==> config.mk <==
export PLATFORM = sky130hd
export DESIGN_NAME = audio_clip_scheduler
export DESIGN_NICKNAME = d
export VERILOG_FILES = /design/src/rtl/audio_sched_pkg.sv /design/src/rtl/sample_tick_gen.sv /design/src/rtl/audio_clip_scheduler.sv
export SDC_FILE = /design/constraint.sdc
export NUM_CORES = 1
export LEC_CHECK = 0
export CORE_MARGIN = 5
export CORE_UTILIZATION = 35
export DETAILED_ROUTE_END_ITERATION = 12
export PLACE_DENSITY = 0.68
export SLEW_MARGIN = 20
export SYNTH_ARGS = -nofsm -noshare
export SYNTH_HDL_FRONTEND = slang
export SYNTH_HIERARCHICAL = 1
export SYNTH_SLANG_ARGS = --single-unit
==> constraint.sdc <==
create_clock -name clk -period 4.11 [get_ports clk]
set_clock_uncertainty 0.05 [all_clocks]
set_input_delay 0.822 -clock clk [delete_from_list [all_inputs] [get_ports clk]]
set_output_delay 0.822 -clock clk [all_outputs]
set_load 0.05 [all_outputs]
==> src/rtl/audio_sched_pkg.sv <==
// Shared types for the audio clip scheduler: clip source encoding (matches
// the rom_sel port) and the sample-sequencing FSM states.
package audio_sched_pkg;

  typedef enum logic [1:0] {
    SRC_NONE  = 2'd0,
    SRC_ALARM = 2'd1,
    SRC_VOICE = 2'd2,
    SRC_BEEP  = 2'd3
  } src_t;

  typedef enum logic [1:0] {
    IDLE    = 2'd0,
    FETCH   = 2'd1,
    CAPTURE = 2'd2,
    PLAY    = 2'd3
  } state_t;

  // Width of the ROM latency wait counter (latency is 1..3 cycles).
  localparam int LAT_W = 2;

  // Voice and beep play once; the alarm loops.
  function automatic logic is_one_shot(input src_t s);
    return (s == SRC_VOICE) || (s == SRC_BEEP);
  endfunction

endpackage

==> src/rtl/sample_tick_gen.sv <==
// Free-running sample-rate divider: counts 0..CLK_DIV-1 and asserts tick
// for the single cycle in which the count sits at CLK_DIV-1.
module sample_tick_gen #(
  parameter int CLK_DIV = 12500
) (
  input  logic clk,
  input  logic rst_n,
  output logic tick
);

  localparam int CNT_W = (CLK_DIV > 1) ? $clog2(CLK_DIV) : 1;
  localparam logic [CNT_W-1:0] CNT_LAST = CNT_W'(CLK_DIV - 1);

  logic [CNT_W-1:0] count_reg;

  // Wrapping divider counter, never gated.
  always_ff @(posedge clk or negedge rst_n) begin
    if (!rst_n) begin
      count_reg <= '0;
    end else if (count_reg == CNT_LAST) begin
      count_reg <= '0;
    end else begin
      count_reg <= count_reg + 1'b1;
    end
  end

  assign tick = (count_reg == CNT_LAST);

endmodule

==> src/rtl/audio_clip_scheduler.sv <==
// Shares one 8-bit PWM sample path between the alarm (looping), voice and
// beep (one-shot) ROM clips. At each sample tick it arbitrates, drives the
// shared ROM address/select, waits out the ROM latency and captures the data.
module audio_clip_scheduler
  import audio_sched_pkg::*;
#(
  parameter int          CLK_DIV     = 12500,
  parameter int          ADDR_W      = 16,
  parameter int          ALARM_DEPTH = 53292,
  parameter int          VOICE_DEPTH = 48002,
  parameter int          BEEP_DEPTH  = 5439,
  parameter int          ROM_LAT     = 1,
  parameter logic [7:0]  SILENCE     = 8'h00
) (
  input  logic              clk,
  input  logic              system_reset,
  input  logic              alarm_en,
  input  logic              voice_req,
  input  logic              beep_req,
  output logic [ADDR_W-1:0] rom_addr,
  output logic [1:0]        rom_sel,
  input  logic [7:0]        alarm_data,
  input  logic [7:0]        voice_data,
  input  logic [7:0]        beep_data,
  output logic [7:0]        sample,
  output logic              sample_valid,
  output logic              clip_done,
  output logic              busy
);

  // Elaboration-time parameter sanity: clips must fit the address space and
  // FETCH/CAPTURE must always complete inside one tick period.
  generate
    if ((ALARM_DEPTH > (1 << ADDR_W)) || (VOICE_DEPTH > (1 << ADDR_W)) ||
        (BEEP_DEPTH > (1 << ADDR_W)) || (ALARM_DEPTH < 1) ||
        (VOICE_DEPTH < 1) || (BEEP_DEPTH < 1)) begin : g_bad_depth
      $error("audio_clip_scheduler: clip depth does not fit ADDR_W");
    end
    if ((ROM_LAT < 1) || (ROM_LAT > 3) || (CLK_DIV < ROM_LAT + 3)) begin : g_bad_timing
      $error("audio_clip_scheduler: ROM_LAT must be 1..3 and CLK_DIV >= ROM_LAT+3");
    end
  endgenerate

  localparam logic [ADDR_W-1:0] ALARM_LAST = ADDR_W'(ALARM_DEPTH - 1);
  localparam logic [ADDR_W-1:0] VOICE_LAST = ADDR_W'(VOICE_DEPTH - 1);
  localparam logic [ADDR_W-1:0] BEEP_LAST  = ADDR_W'(BEEP_DEPTH - 1);
  localparam logic [LAT_W-1:0]  LAT_LAST   = LAT_W'(ROM_LAT - 1);

  logic tick;

  state_t             state_reg, state_next;
  src_t               play_src_reg, play_src_next;  // clip still in progress
  src_t               sel_reg, sel_next;            // source last granted
  logic [ADDR_W-1:0]  addr_reg, addr_next;
  logic [LAT_W-1:0]   lat_reg, lat_next;
  logic [7:0]         sample_reg, sample_next;
  logic               valid_reg, valid_next;
  logic               done_reg, done_next;
  logic               voice_pend_reg, voice_pend_next;
  logic               beep_pend_reg, beep_pend_next;

  src_t               winner;
  logic               arb;
  logic               grant;
  logic               clip_last;

  sample_tick_gen #(
    .CLK_DIV (CLK_DIV)
  ) u_tick (
    .clk   (clk),
    .rst_n (system_reset),
    .tick  (tick)
  );

  // Priority pick: alarm preempts anything; an unfinished one-shot keeps the
  // path; otherwise voice pending beats beep pending.
  always_comb begin
    winner = SRC_NONE;
    if (alarm_en) begin
      winner = SRC_ALARM;
    end else if (is_one_shot(play_src_reg)) begin
      winner = play_src_reg;
    end else if (voice_pend_reg) begin
      winner = SRC_VOICE;
    end else if (beep_pend_reg) begin
      winner = SRC_BEEP;
    end
  end

  assign arb   = tick && ((state_reg == IDLE) || (state_reg == PLAY));
  assign grant = arb && (winner != SRC_NONE);

  // Flags the final address of the one-shot clip being captured.
  always_comb begin
    clip_last = 1'b0;
    case (sel_reg)
      SRC_VOICE: clip_last = (addr_reg == VOICE_LAST);
      SRC_BEEP:  clip_last = (addr_reg == BEEP_LAST);
      default:   clip_last = 1'b0;
    endcase
  end

  // Request capture: a pulse for a source already pending or playing is dropped.
  always_comb begin
    voice_pend_next = voice_pend_reg;
    beep_pend_next  = beep_pend_reg;
    if (grant && (winner == SRC_VOICE)) begin
      voice_pend_next = 1'b0;
    end else if (voice_req && (play_src_reg != SRC_VOICE)) begin
      voice_pend_next = 1'b1;
    end
    if (grant && (winner == SRC_BEEP)) begin
      beep_pend_next = 1'b0;
    end else if (beep_req && (play_src_reg != SRC_BEEP)) begin
      beep_pend_next = 1'b1;
    end
  end

  // FSM next-state plus address/select/sample sequencing.
  always_comb begin
    state_next    = state_reg;
    play_src_next = play_src_reg;
    sel_next      = sel_reg;
    addr_next     = addr_reg;
    lat_next      = lat_reg;
    sample_next   = sample_reg;
    valid_next    = 1'b0;
    done_next     = 1'b0;
    case (state_reg)
      IDLE, PLAY: begin
        if (grant) begin
          state_next    = FETCH;
          play_src_next = winner;
          sel_next      = winner;
          lat_next      = '0;
          if (winner == play_src_reg) begin
            // Continuing clip: the alarm wraps, one-shots never reach past last.
            if ((winner == SRC_ALARM) && (addr_reg == ALARM_LAST)) begin
              addr_next = '0;
            end else begin
              addr_next = addr_reg + 1'b1;
            end
          end else begin
            addr_next = '0;
          end
        end else if (arb && (state_reg == PLAY)) begin
          state_next    = IDLE;
          play_src_next = SRC_NONE;
          sample_next   = SILENCE;
          valid_next    = 1'b1;
        end
      end
      FETCH: begin
        if (lat_reg == LAT_LAST) begin
          state_next = CAPTURE;
        end else begin
          lat_next = lat_reg + 1'b1;
        end
      end
      CAPTURE: begin
        state_next = PLAY;
        valid_next = 1'b1;
        case (sel_reg)
          SRC_ALARM: sample_next = alarm_data;
          SRC_VOICE: sample_next = voice_data;
          SRC_BEEP:  sample_next = beep_data;
          default:   sample_next = SILENCE;
        endcase
        if (clip_last) begin
          done_next     = 1'b1;
          play_src_next = SRC_NONE;
        end
      end
      default: state_next = IDLE;
    endcase
  end

  // FSM state register.
  always_ff @(posedge clk or negedge system_reset) begin
    if (!system_reset) begin
      state_reg <= IDLE;
    end else begin
      state_reg <= state_next;
    end
  end

  // Datapath, pending flags and registered outputs.
  always_ff @(posedge clk or negedge system_reset) begin
    if (!system_reset) begin
      play_src_reg   <= SRC_NONE;
      sel_reg        <= SRC_NONE;
      addr_reg       <= '0;
      lat_reg        <= '0;
      sample_reg     <= SILENCE;
      valid_reg      <= 1'b0;
      done_reg       <= 1'b0;
      voice_pend_reg <= 1'b0;
      beep_pend_reg  <= 1'b0;
    end else begin
      play_src_reg   <= play_src_next;
      sel_reg        <= sel_next;
      addr_reg       <= addr_next;
      lat_reg        <= lat_next;
      sample_reg     <= sample_next;
      valid_reg      <= valid_next;
      done_reg       <= done_next;
      voice_pend_reg <= voice_pend_next;
      beep_pend_reg  <= beep_pend_next;
    end
  end

  assign rom_addr     = addr_reg;
  assign rom_sel      = sel_reg;
  assign sample       = sample_reg;
  assign sample_valid = valid_reg;
  assign clip_done    = done_reg;
  assign busy         = (state_reg != IDLE) || voice_pend_reg || beep_pend_reg;

endmodule

==> impl_metrics.yaml <==
global_routing:
  antenna_found_initial: 0
  grt_max_degree: 34
  grt_pass1_vias: 2540
  grt_use_total_pct: 14.46
  grt_pass1_wl_um: 12170
  grt-ovfl-total: 0
run:
  cap_violations: 0
finish:
  final_cell_mix: "56 x clkdlybuf4s50_1, 50 x dfrtp_1, 37 x nand2_1"
  diodes: 0
  drive_gt1_share_pct: 5.946
  final_nets: 406
  final_common_cell: "clkdlybuf4s50_1"
  largest_register_ffs: 16
  stdcell_area_sq_um: 3695
  synthToLayoutAreaGrowth_pct: 25.23
power:
  irDropWorstVdd_v: 0.0001999
  p_leak_nw: 1.399
  p_per_area_nw_per_um2: 246.8
placed_design:
  hpwlAfterDp_um: 5521
  place_area_sq_um: 3575
  finalWeightedCongestion: 0.8736
  io_buffer_count: 57
yosys:
  syn_area_per_cell_sq_um: 9.163
  ys_ff_latch: 50
  synth_ff_type: "dfrtp_1"
  synth_cell_types: 52
  yosysWarnings: 6
  synth_edf_count: 0
  syn_inst: 322
  synth_seq_area_share_pct: 42.41
  synth_area_sq_um: 2950
  async_flop_share_pct: 100.0
  postSynthNetCount: 359
critical_path:
  path_delay_family: "simple AND/OR/NAND/NOR gates"
  worstSetupEndpointType: "register"
  arrival_ps: 2980
  max_stage_delay_ps: 490
  path_cells: "ha_1 -> nor3b_1 -> and4_1 -> buf_4 -> nand2b_1 -> nor2_1 -> nand2_1 -> o311ai_0"
  path_buf_inv: 1
  worstSetupPathType: "reg -> reg"
  cp_slowest_cell: "nor2_1"
  crit_path_max_fanout: 15
  critPathLaunchType: "register"
  worstPathRequired_ps: 4240
cts:
  cts-htree-levels: 2
  tritoncts: "yes"
  postCtsSetupBuffers: 0
  clk_pin_slew_worst_paths_ps: 100
  hold_buffers: 0
  insertion_delay_ps: 310
  ctsRootBufferMaster: "clkbuf_8"
  cts_sinks: 50
  cts_buffers: 5
  clk_path_buf_depth: 2
  ctsResizeCount: 0
sta:
  finalSetupViolations: 0
  hold_violations: 0
  rsz0062_at_grt: "no"
  slew_viol_final: 0
  period_minus_slack_ps: 2845
  fin_tns_setup_ps: 0
  max-slew-margin-rel_pct: 46.50
  max_clock_freq_ghz: 0.3515
  period_share_pct: 69.23
  worstMarginPinSlew_ps: 795.1
floorplan:
  io_pins: 58
  die_h_um: 101.8
  die_w_um: 101.8
  rows: 33
  coreArea_sq_um: 8217
  die_area_sq_um: 10370
  start_util_pct: 35.91
detailed_routing:
  post_drt_via_cell_ratio: 5.617
  routed_wl_um: 7483
  drc: 0
  avgRoutedWirePerCell_um: 15.75
  drt-initial-drc-count: 146
  antenna_left: 0
  vias: 2668
  dr.pass1.iters: 4
worst_hold_path:
  hp-class: "reg -> reg"
run_status:
  status: "finished clean"
-- power by group --
part           total, mW  internal (mW)  switching (mW)
logic             0.0597         0.0351          0.0246
registers          0.497          0.492         0.00447
clock network      0.355          0.181           0.174
-- cell families (layout without fill, tap and decap cells) --
logic type | count (synthesis) | count (layout) | synth area share [%]
simple gates | 129 | 129 | 23.37
compound gates | 84 | 84 | 19.68
flops | 50 | 50 | 42.41
buf+inv | 31 | 79 | 4.495
xor+xnor | 11 | 11 | 3.265
mux | 9 | 9 | 3.393
fa+ha+maj | 8 | 8 | 3.393
-- Yosys cell counts, types with 7 or more instances --
library cell | number | area [sq um]
a21oi_1 | 9 | 45.04
a22oi_1 | 10 | 75.07
clkbuf_1 | 14 | 52.55
dfrtp_1 | 50 | 1251
ha_1 | 8 | 100.1
inv_1 | 12 | 45.04
mux2_2 | 8 | 90.09
nand2_1 | 37 | 138.9
nand3_1 | 14 | 70.07
nand4_1 | 8 | 50.05
nor2_1 | 16 | 60.06
nor3_1 | 8 | 40.04
o211ai_1 | 7 | 52.55
o21ai_0 | 21 | 105.1
o41ai_1 | 9 | 78.83
xnor2_1 | 7 | 61.31
-- final timing paths --
| kind | endpoint | depth (start not counted) | slack, ps | startpoint |
|---|---|---|---|---|
| setup / recovery | rom_addr[8] | 8 | 1260 | u_tick/count_reg[0] |
| hold / removal | u_tick/count_reg[10] | 1 | 450 | u_tick/count_reg[10] |
| setup reg to reg | rom_addr[8] | 8 | 1260 | u_tick/count_reg[0] |
| hold reg to reg | u_tick/count_reg[10] | 1 | 450 | u_tick/count_reg[10] |
| max in group asynchronous | u_tick/count_reg[10] | 2 | 2760 | system_reset |
| min in group asynchronous | rom_addr[4] | 1 | 510 | system_reset |
-- area by class of cell --
cell class                 instances  area [sq um]
clock buffer                       5         68.82
clock inverter                     3         45.04
fill                             774          4522
inverter                          12         45.04
multi-input combinational        241          1573
sequential                        50          1251
tap                              105         131.4
timing repair buffer              59         580.6
-- stage by stage --
| step | utilization [%] | cells | power (mW) | hold slack [ps] | worst slack, ps |
|---|---|---|---|---|---|
| floorplan | - | 322 | 0.5255 | 402.1 | 1672 |
| global placement | 43.51 | 467 | 0.5665 | 431.2 | 1263 |
| detailed placement | 43.51 | 467 | 0.5676 | 438.9 | 1182 |
| CTS | 44.89 | 475 | 0.9207 | 452.4 | 1308 |
| global route | 44.97 | 475 | 0.9426 | 469.9 | 1042 |
| finish | 44.97 | 475 | 0.9119 | 449.6 | 1265 |
-- routing by layer --
| metal | vias up | part of all wire (%) | track usage, % |
|---|---|---|---|
| li1 | 1304 | - | - |
| met2 | 67 | 49 | 23.69 |
| met5 | - | 0 | 0 |
| met3 | 4 | 4.9 | 2.935 |
| met4 | 0 | 0.67 | 4.440 |
| met1 | 1293 | 45 | 19.37 |
-- worst reg2reg max path: cells and delay by family (launching register included) --
family,cells,cell delay (ps)
DFF,1,430
adders and majority gates,1,220
AOI/OAI and AO/OA,1,410
buffers and inverters,1,200
and+or+nand+nor,5,1420
No activity file was read; power rests on OpenSTA's default activity.
